==> src/rtl/display_scan_ctrl_pkg.sv <==
// Shared constants, grant pointer type and leading-zero helper for the
// seven-segment scan path.
package display_scan_ctrl_pkg;

    localparam int         DISP_DIGITS = 8;
    localparam logic [7:0] AN_ALL_OFF  = 8'hFF;
    localparam int         BRIGHT_W    = 4;
    localparam int         WORD_W      = 4 * DISP_DIGITS;

    typedef enum logic {
        GNT_A = 1'b0,
        GNT_B = 1'b1
    } gnt_e;

    // Bit i set when nibbles i..top of w are all zero; digit 0 is never flagged.
    function automatic logic [DISP_DIGITS-1:0] lz_mask(input logic [WORD_W-1:0] w);
        logic [DISP_DIGITS-1:0] m;
        logic                   upper_zero;
        m          = '0;
        upper_zero = 1'b1;
        for (int i = DISP_DIGITS - 1; i >= 1; i--) begin
            upper_zero = upper_zero & (w[4*i +: 4] == 4'h0);
            m[i]       = upper_zero;
        end
        return m;
    endfunction

endpackage

==> src/rtl/display_arb.sv <==
// Two-way round-robin write arbiter feeding a one-deep pending word register.
module display_arb
    import display_scan_ctrl_pkg::*;
(
    input  logic              clk,
    input  logic              rst_n,
    input  logic              a_valid,
    input  logic [WORD_W-1:0] a_data,
    output logic              a_ready,
    input  logic              b_valid,
    input  logic [WORD_W-1:0] b_data,
    output logic              b_ready,
    input  logic              commit,
    output logic              pend_full,
    output logic [WORD_W-1:0] pend
);

    gnt_e last_gnt, last_gnt_nxt;

    // The side not granted last wins a tie; nothing is offered while full.
    always_comb begin
        a_ready      = 1'b0;
        b_ready      = 1'b0;
        last_gnt_nxt = last_gnt;
        if (!pend_full) begin
            if (a_valid && (!b_valid || last_gnt == GNT_B)) begin
                a_ready      = 1'b1;
                last_gnt_nxt = GNT_A;
            end else if (b_valid) begin
                b_ready      = 1'b1;
                last_gnt_nxt = GNT_B;
            end
        end
    end

    always_ff @(posedge clk or negedge rst_n) begin
        if (!rst_n) begin
            last_gnt  <= GNT_B;
            pend_full <= 1'b0;
        end else begin
            last_gnt <= last_gnt_nxt;
            if (a_ready || b_ready) begin
                pend_full <= 1'b1;
            end else if (commit) begin
                pend_full <= 1'b0;
            end
        end
    end

    always_ff @(posedge clk) begin
        if (a_ready) begin
            pend <= a_data;
        end else if (b_ready) begin
            pend <= b_data;
        end
    end

endmodule

==> src/rtl/display_scan_ctrl.sv <==
// 8-digit seven-segment scan controller: prescaled digit scan, frame-aligned
// commit of arbitrated writes, brightness PWM and leading-zero blanking.
module display_scan_ctrl
    import display_scan_ctrl_pkg::*;
#(
    parameter int PRESCALE_W = 15
) (
    input  logic                extclk,
    input  logic                reset,
    input  logic                a_valid,
    input  logic [WORD_W-1:0]   a_data,
    output logic                a_ready,
    input  logic                b_valid,
    input  logic [WORD_W-1:0]   b_data,
    output logic                b_ready,
    input  logic                blank_lz,
    input  logic [BRIGHT_W-1:0] bright,
    output logic [7:0]          an,
    output logic [3:0]          num,
    output logic                frame_start
);

    logic [PRESCALE_W-1:0]  pre;
    logic [2:0]             idx;
    logic [WORD_W-1:0]      shadow;
    logic [WORD_W-1:0]      pend;
    logic                   pend_full;
    logic                   tick;
    logic                   boundary;
    logic                   commit;
    logic                   lit;
    logic [DISP_DIGITS-1:0] blank;

    assign tick     = &pre;
    assign boundary = tick && (idx == 3'(DISP_DIGITS - 1));
    assign commit   = boundary && pend_full;

    display_arb u_arb (
        .clk       (extclk),
        .rst_n     (reset),
        .a_valid   (a_valid),
        .a_data    (a_data),
        .a_ready   (a_ready),
        .b_valid   (b_valid),
        .b_data    (b_data),
        .b_ready   (b_ready),
        .commit    (commit),
        .pend_full (pend_full),
        .pend      (pend)
    );

    // Shadow only changes on the boundary edge so a frame never mixes words.
    always_ff @(posedge extclk or negedge reset) begin
        if (!reset) begin
            pre         <= '0;
            idx         <= '0;
            shadow      <= '0;
            frame_start <= 1'b0;
        end else begin
            pre         <= pre + PRESCALE_W'(1);
            frame_start <= boundary;
            if (tick) begin
                idx <= idx + 3'd1;
            end
            if (commit) begin
                shadow <= pend;
            end
        end
    end

    always_comb begin
        blank = blank_lz ? lz_mask(shadow) : '0;
        lit   = !blank[idx] && (pre[PRESCALE_W-1 -: BRIGHT_W] <= bright);
        an    = lit ? ~(8'b1 << idx) : AN_ALL_OFF;
        num   = shadow[4*idx +: 4];
    end

endmodule

==> config.mk <==
export PLATFORM = sky130hd
export DESIGN_NAME = display_scan_ctrl
export DESIGN_NICKNAME = d
export VERILOG_FILES = /design/src/rtl/display_scan_ctrl_pkg.sv /design/src/rtl/display_arb.sv /design/src/rtl/display_scan_ctrl.sv
export SDC_FILE = /design/constraint.sdc
export NUM_CORES = 1
export LEC_CHECK = 0
export BUFFER_PORTS_ARGS = -buffer_cell sky130_fd_sc_hd__buf_2
export CAP_MARGIN = 20
export CELL_PAD_IN_SITES_DETAIL_PLACEMENT = 0
export CELL_PAD_IN_SITES_GLOBAL_PLACEMENT = 1
export CORE_ASPECT_RATIO = 0.6
export CORE_UTILIZATION = 40
export CTS_CLUSTER_SIZE = 12
export DETAILED_ROUTE_END_ITERATION = 8
export PLACE_DENSITY_LB_ADDON = 0.1
export SYNTH_ARGS = -nofsm -noshare
export SYNTH_HDL_FRONTEND = slang
export SYNTH_SLANG_ARGS = --single-unit
==> constraint.sdc <==
create_clock -name extclk -period 2.06 [get_ports extclk]
set_input_delay 0.309 -clock extclk [delete_from_list [all_inputs] [get_ports extclk]]
set_output_delay 0.309 -clock extclk [all_outputs]
set_load 0.005 [all_outputs]
==> flow_summary.yaml, run 1 <==
routing:
  routedWlPerCell_microns: 15.7
  first_iter_violations: 102
  drc: 0
  num_vias: 2565
  avgViaCountPerCell: 4.79
  drtPass1Iterations: 4
  ant_nets: 0
  wl_mm: 8.41
global_route:
  gr-total-overflow: 0
  grt.total_usage: 0.174
  grt_use_met2: 0.238
  grt_pass1_wl_mm: 13.8
  grt_max_degree: 28
  grt_pass1_vias: 2597
  grt_use_met3: 0.0486
  grt_antenna_before_repair: 0
  use_met1: 0.261
  top_usage_layer: "met1"
cts:
  cts_buffer_depth: 2
  clkLatencyLatePin_ps: 340
  numClockSinks: 85
  htree_levels: 3
  cts_root_buf: "clkbuf_16"
  clk_pin_slew_worst_paths_ps: 70
  cts_tree: "built"
  cts_made_buffers: 9
  ctsHoldBuffers: 0
die:
  rows: 28
  start_util: 0.414
  core_sq_um: 9910
  die_x_microns: 133
  die_y_microns: 80.5
  boundaryPins: 88
  dieArea_sq_um: 10700
critical_path:
  cp-end-kind: "output port"
  worst_ep_arrival_time_ps: 1830
  endpoint: "an[4]"
  worstSetupPathType: "flip-flop to output port"
  cp.required_ps: 1750
  cp_max_fo: 4
  crit-reg2reg-launch: "pre[0]$_DFF_PN0_"
  r2r_cells: 7
  ff2ff_setup_slack_ps: 100
  start_kind: "flip-flop"
  critPathLaunch: "pre[12]$_DFF_PN0_"
  worstReg2RegEnd: "shadow[13]$_DFFE_PN0P_"
power_and_ir_drop:
  swShare: 0.219
  pwr-share-comb: 0.040
  power.internal_w: 0.00268
  p_seq_frac: 0.511
  vdd_drop_max_v: 0.000400
  p_leak_nw: 2.53
  pwr-share-clk: 0.449
  p_sw_w: 0.000751
  power.density_nw_per_um2: 643
finish:
  fin_util: 0.539
  mostFrequentLayoutCells: "buf_2 (87), dfrtp_1 (49), mux2_2 (35)"
  nets: 479
  layout_commonest_cell: "buf_2"
  n_antenna_cell: 0
  drive_gt1_frac: 0.575
  final_cell_area_sq_um: 5350
  syn2layout_area_growth_pct: 30.2
  n_fill_cell: 862
synthesis:
  synthDistinctLibCells: 33
  ys.flop_type: "dfrtp_1"
  yosysSeqAreaShare: 0.557
  postSynthAreaPerCell_sq_um: 14.7
  syn-cell-area_sq_um: 4110
  postSynthCellCount: 279
  syn_nets: 363
  synth_edf_count: 32
  synthArstFlopShare: 0.624
  synth_seq_cells: 85
  ys.warnings.count: 0
run:
  drv_cap: 0
timing:
  report.final.slew_viol_count: 0
  period_minus_slack_ps: 2140
  fin_ws_ps: -75.5
  min_period_over_period: 1.04
  maxSlewHeadroom: 0.568
  clock_skew_ps: 7.27
  grt_setup_unrepaired: "true"
  setup_violations: 8
  fin_hold_ws_ps: -3.62
  hold_violations: 10
  tightestPinTransition_ps: 648
  fmax_mhz: 468
run_status:
  status: "finished with violations"
  violations: "hold timing, setup timing"
placement:
  place_hpwl_mm: 6.13
  gp_congestion: 0.754
  io_buffer_count: 87
  dpl_cell_area_sq_um: 4820
worst_hold_path:
  holdCritPathClass: "input pin to asynchronous set/reset pin"
cells in the mapped netlist (4+ instances only):
cell      count  area [sq um]
clkbuf_1      5          18.8
mux4_2        8           180
a21oi_1       5          25.0
nand2_1      21          78.8
nand3_1      11          55.1
dfrtp_1      52          1300
xor2_1        5          43.8
edfxtp_1     32           961
nor4_1        7          43.8
ha_1         11           138
xnor2_1       9          78.8
and2_1        4          25.0
o21ai_0       5          25.0
mux2_2       35           394
inv_1        10          37.5
mux2_4       30           450
and3_1        5          31.3
cells by family after synthesis:
| family | synth area share |
|---|---|
| flip-flops | 0.557 |
| multiplexers | 0.250 |
| AND/OR/NAND/NOR | 0.0856 |
| buffers and inverters | 0.0241 |
| AO/OA/AOI/OAI | 0.0198 |
| XOR/XNOR | 0.0299 |
| adder cells (fa/ha/maj) | 0.0335 |
layer usage:
metal / part of all wire / wire length [microns]
met4: 0.0075 / 63
met3: 0.055 / 466
met1: 0.54 / 4560
met5: 0 / 0
met2: 0.40 / 3330
flip-flops by register name (all words and copies together) (netlist names):
register and flops:
u_arb.pend 32, u_arb.pend_full 1, idx 3, u_arb.last_gnt 1
pre 15, shadow 32, frame_start 1
worst max-delay path, cell delays in order, from the launching register on:
cell and delay, ps:
dfrtp_1 410, ha_4 220, nor2b_4 120, o211ai_1 180, a21oi_2 110, a41oi_2 210
nand3_1 110, buf_2 130
final cells by class:
type / count / area [sq um] / share of cell area
Sequential cell: 85 / 2290 / 0.429
Multi-Input combinational cell: 174 / 1850 / 0.346
Timing Repair Buffer: 115 / 713 / 0.133
Clock buffer: 9 / 225 / 0.0421
Tap cell: 135 / 169 / 0.0316
Clock inverter: 7 / 61.3 / 0.0115
Inverter: 10 / 37.5 / 0.00702
power groups by stage:
| stage | clock, W | sequential, W | combinational [W] |
|---|---|---|---|
| floorplan | 0 | 0.00179 | 0.0000371 |
| global placement | 0 | 0.00179 | 0.000130 |
| detailed placement | 0 | 0.00179 | 0.000134 |
| CTS | 0.00158 | 0.00176 | 0.000141 |
| global route | 0.00166 | 0.00175 | 0.000157 |
| finish | 0.00154 | 0.00176 | 0.000136 |
worst min path at each step:
stage	slack, ps	end	startpoint	depth (start not counted)
6_report	-4	shadow[14]$_DFFE_PN0P_	reset	1
5_1_grt	30	shadow[10]$_DFFE_PN0P_	reset	1
4_1_cts	20	shadow[10]$_DFFE_PN0P_	reset	1
3_5_place_dp	370	shadow[10]$_DFFE_PN0P_	reset	1
3_3_place_gp	360	shadow[10]$_DFFE_PN0P_	reset	1
2_1_floorplan	10	frame_start$_DFF_PN0_	reset	0
metrics by stage:
| stage | setup WS (ps) | power (W) | TNS, ps | std cells |
|---|---|---|---|---|
| floorplan | 135 | 0.00183 | 0 | 279 |
| global placement | 33.4 | 0.00192 | 0 | 507 |
| detailed placement | 0.530 | 0.00192 | 0 | 507 |
| CTS | -104 | 0.00348 | -370 | 529 |
| global route | -184 | 0.00357 | -1250 | 535 |
| finish | -75.5 | 0.00344 | -347 | 535 |
repair_timing:
item,CTS,global route
cloned,0,1
gates resized for setup,20,8
pin swaps,8,13
endpoints found under the setup margin,12,19
buffers inserted,6,5
(Power assumes the default switching activity.)
==> run 2, diff against run 1 <==
--- a/config.mk
+++ b/config.mk
@@ -5,12 +5,13 @@
 export SDC_FILE = /design/constraint.sdc
 export NUM_CORES = 1
 export LEC_CHECK = 0
+export ABC_AREA = 1
 export BUFFER_PORTS_ARGS = -buffer_cell sky130_fd_sc_hd__buf_2
 export CAP_MARGIN = 20
 export CELL_PAD_IN_SITES_DETAIL_PLACEMENT = 0
 export CELL_PAD_IN_SITES_GLOBAL_PLACEMENT = 1
 export CORE_ASPECT_RATIO = 0.6
-export CORE_UTILIZATION = 40
+export CORE_UTILIZATION = 37
 export CTS_CLUSTER_SIZE = 12
 export DETAILED_ROUTE_END_ITERATION = 8
 export PLACE_DENSITY_LB_ADDON = 0.1
==> flow_summary.yaml, run 2 <==
critical_path:
  r2r_cells: 8
  cp.depth: 6
  worstReg2RegEnd: "shadow[5]$_DFFE_PN0P_"
  worst_ep_arrival_time_ps: 1780
  worstSetupPathType: "flip-flop to output port"
  ff2ff_setup_slack_ps: 210
  cp_num_buf_inv: 1
  crit-reg2reg-launch: "pre[0]$_DFF_PN0_"
  cpLargestDelayFamily: "compound AO/OA/AOI/OAI gates"
  start_kind: "flip-flop"
  cp_max_fo: 8
  cp-end-kind: "output port"
  cp.required_ps: 1750
  critPathSlowestCell: "dfrtp_1"
  worstPathCellList: "ha_4, a21oi_1, o211ai_1, o21ai_4, nand3_1, buf_2"
  slowest_delay_ps: 420
timing:
  maxSlewHeadroom: 0.679
  report.final.slew_viol_count: 0
  min_period_over_period: 1.02
  fin_ws_ps: -31.4
  clock_skew_ps: 4.96
  grt_setup_unrepaired: "true"
  fin_hold_ws_ps: 239
  tightestPinTransition_ps: 482
  period_minus_slack_ps: 2090
  fmax_mhz: 478
  setup_violations: 8
  hold_violations: 0
die:
  die_x_microns: 142
  core_sq_um: 11400
  boundaryPins: 88
  dieArea_sq_um: 12200
  die_y_microns: 86.0
  rows: 30
  start_util: 0.383
synthesis:
  synth_seq_cells: 85
  postSynthAreaPerCell_sq_um: 8.45
  synth_top_area_cell: "dfrtp_1"
  synth_top_area_share: 0.299
  postSynthCellCount: 515
  synth_area_leaders: "dfrtp_1 (30%), edfxtp_1 (22%), nand2_1 (15%)"
  syn-cell-area_sq_um: 4350
  ys.flop_type: "dfrtp_1"
  synthArstFlopShare: 0.624
  yosysSeqAreaShare: 0.526
  netlist_top_cells_count: "nand2_1 (175), o21ai_0 (55), dfrtp_1 (52)"
  yosysMostFrequentCell: "nand2_1"
  synthDistinctLibCells: 28
  synth_edf_count: 32
  syn_nets: 599
  ys.warnings.count: 0
worst_hold_path:
  hold_depth: 3
  whs_endpoint: "u_arb.pend[4]$_DFFE_PP_"
  hp-start: "a_data[4]"
  holdCritPathClass: "input pin to flip-flop"
placement:
  place_hpwl_mm: 7.92
  io_buffer_count: 87
  gp_congestion: 0.847
finish:
  fin_util: 0.487
  nets: 697
  drive_gt1_frac: 0.262
  top_regs: "shadow x32, u_arb.pend x32, pre x15"
  syn2layout_area_growth_pct: 27.3
  mostFrequentLayoutCells: "nand2_1 (175), buf_2 (87), o21ai_0 (52)"
  layout_commonest_cell: "nand2_1"
  n_antenna_cell: 0
run_status:
  violations: "setup timing"
  status: "finished with violations"
cts:
  cts_buffer_depth: 2
  cts_tree: "built"
  cts_made_buffers: 9
  clk_pin_slew_worst_paths_ps: 60
  numClockSinks: 85
  clkLatencyLatePin_ps: 340
  cts_root_buf: "clkbuf_16"
  htree_levels: 3
global_route:
  grt.total_usage: 0.184
  grt_pass1_wl_mm: 17.1
  grt_antenna_before_repair: 0
  gr-total-overflow: 0
  grt_pass1_vias: 3233
  grt_max_degree: 35
routing:
  wl_mm: 10.8
  ant_nets: 0
  drc: 0
  routedWlPerCell_microns: 13.9
  num_vias: 3687
  avgViaCountPerCell: 4.74
  drtPass1Iterations: 4
  first_iter_violations: 261
power_and_ir_drop:
  power.density_nw_per_um2: 614
  vdd_drop_max_v: 0.000351
  power_w: 0.00340
  p_leak_nw: 2.66
run:
  drv_cap: 0
## run 2: cell types whose count changed after synthesis, moves of 7 or more
cell and change:
mux2_2 -35, mux2_4 -30, inv_1 +21, mux4_2 -8
o21ai_0 +50, nand2_1 +154, nor4_1 -7, nand4_1 +31
clkbuf_1 +11, nor2_1 +39
## run 2: how the worst max path moves through the flow
stage | to | slack [ps] | startpoint
2_1_floorplan | u_arb.pend[0]$_DFFE_PP_ | 100 | u_arb.pend_full$_DFFE_PN0P_
3_3_place_gp | an[7] | 150 | idx[2]$_DFFE_PN0P_
3_5_place_dp | an[7] | 170 | idx[2]$_DFFE_PN0P_
4_1_cts | an[7] | 2 | shadow[28]$_DFFE_PN0P_
5_1_grt | an[6] | -120 | pre[14]$_DFF_PN0_
6_report | an[6] | -30 | pre[14]$_DFF_PN0_
## run 2: area by class of cell
class | instances | area (sq um)
Clock buffer | 9 | 225
Clock inverter | 7 | 48.8
Fill cell | 1134 | 5840
Inverter | 32 | 128
Multi-Input combinational cell | 369 | 1930
Sequential cell | 85 | 2290
Tap cell | 160 | 200
Timing Repair Buffer | 115 | 707
Timing Repair inverter | 1 | 7.51
## run 2: cell families after synthesis
kind of cell    count (synthesis)  share of synthesized area
simple gates                  276                      0.272
flops                          85                      0.526
compound gates                 68                     0.0805
buf+inv                        61                     0.0615
xor+xnor                       14                     0.0282
fa+ha+maj                      11                     0.0316
## run 2: power breakdown
group / internal (W) / switching [W]
logic: 0.0000771 / 0.0000824
clock network: 0.000818 / 0.000663
registers: 0.00176 / 0.000000229
## run 2: tightest hold or removal path, delay by kind of cell
family        cells  cell delay, ps
simple gates      2              90
buf+inv           1              70
## run 2: per-layer routing
metal	vias up	wire length, microns	global-route usage
met2	90	4100	0.228
met1	1687	6100	0.303
met4	0	73	0.0440
met3	6	510	0.0469
met5	-	0	0
li1	1904	-	-
## run 2: timing repair
action	in CTS	in global routing
pin swaps	3	9
setup buffers	5	7
gates resized for setup	10	26
endpoints found under the setup margin	11	13
gates cloned	1	1
endpoints found under the hold margin	13	0
hold buffers	1	0
## run 2: metrics by stage
step	setup TNS [ps]	std cells	setup WS, ps	area [sq um]
6_report	-103	778	-31.4	5540
5_1_grt	-883	778	-119	5540
4_1_cts	0	770	1.99	5340
3_5_place_dp	0	747	167	4970
3_3_place_gp	0	747	146	4970
2_1_floorplan	0	515	105	4350
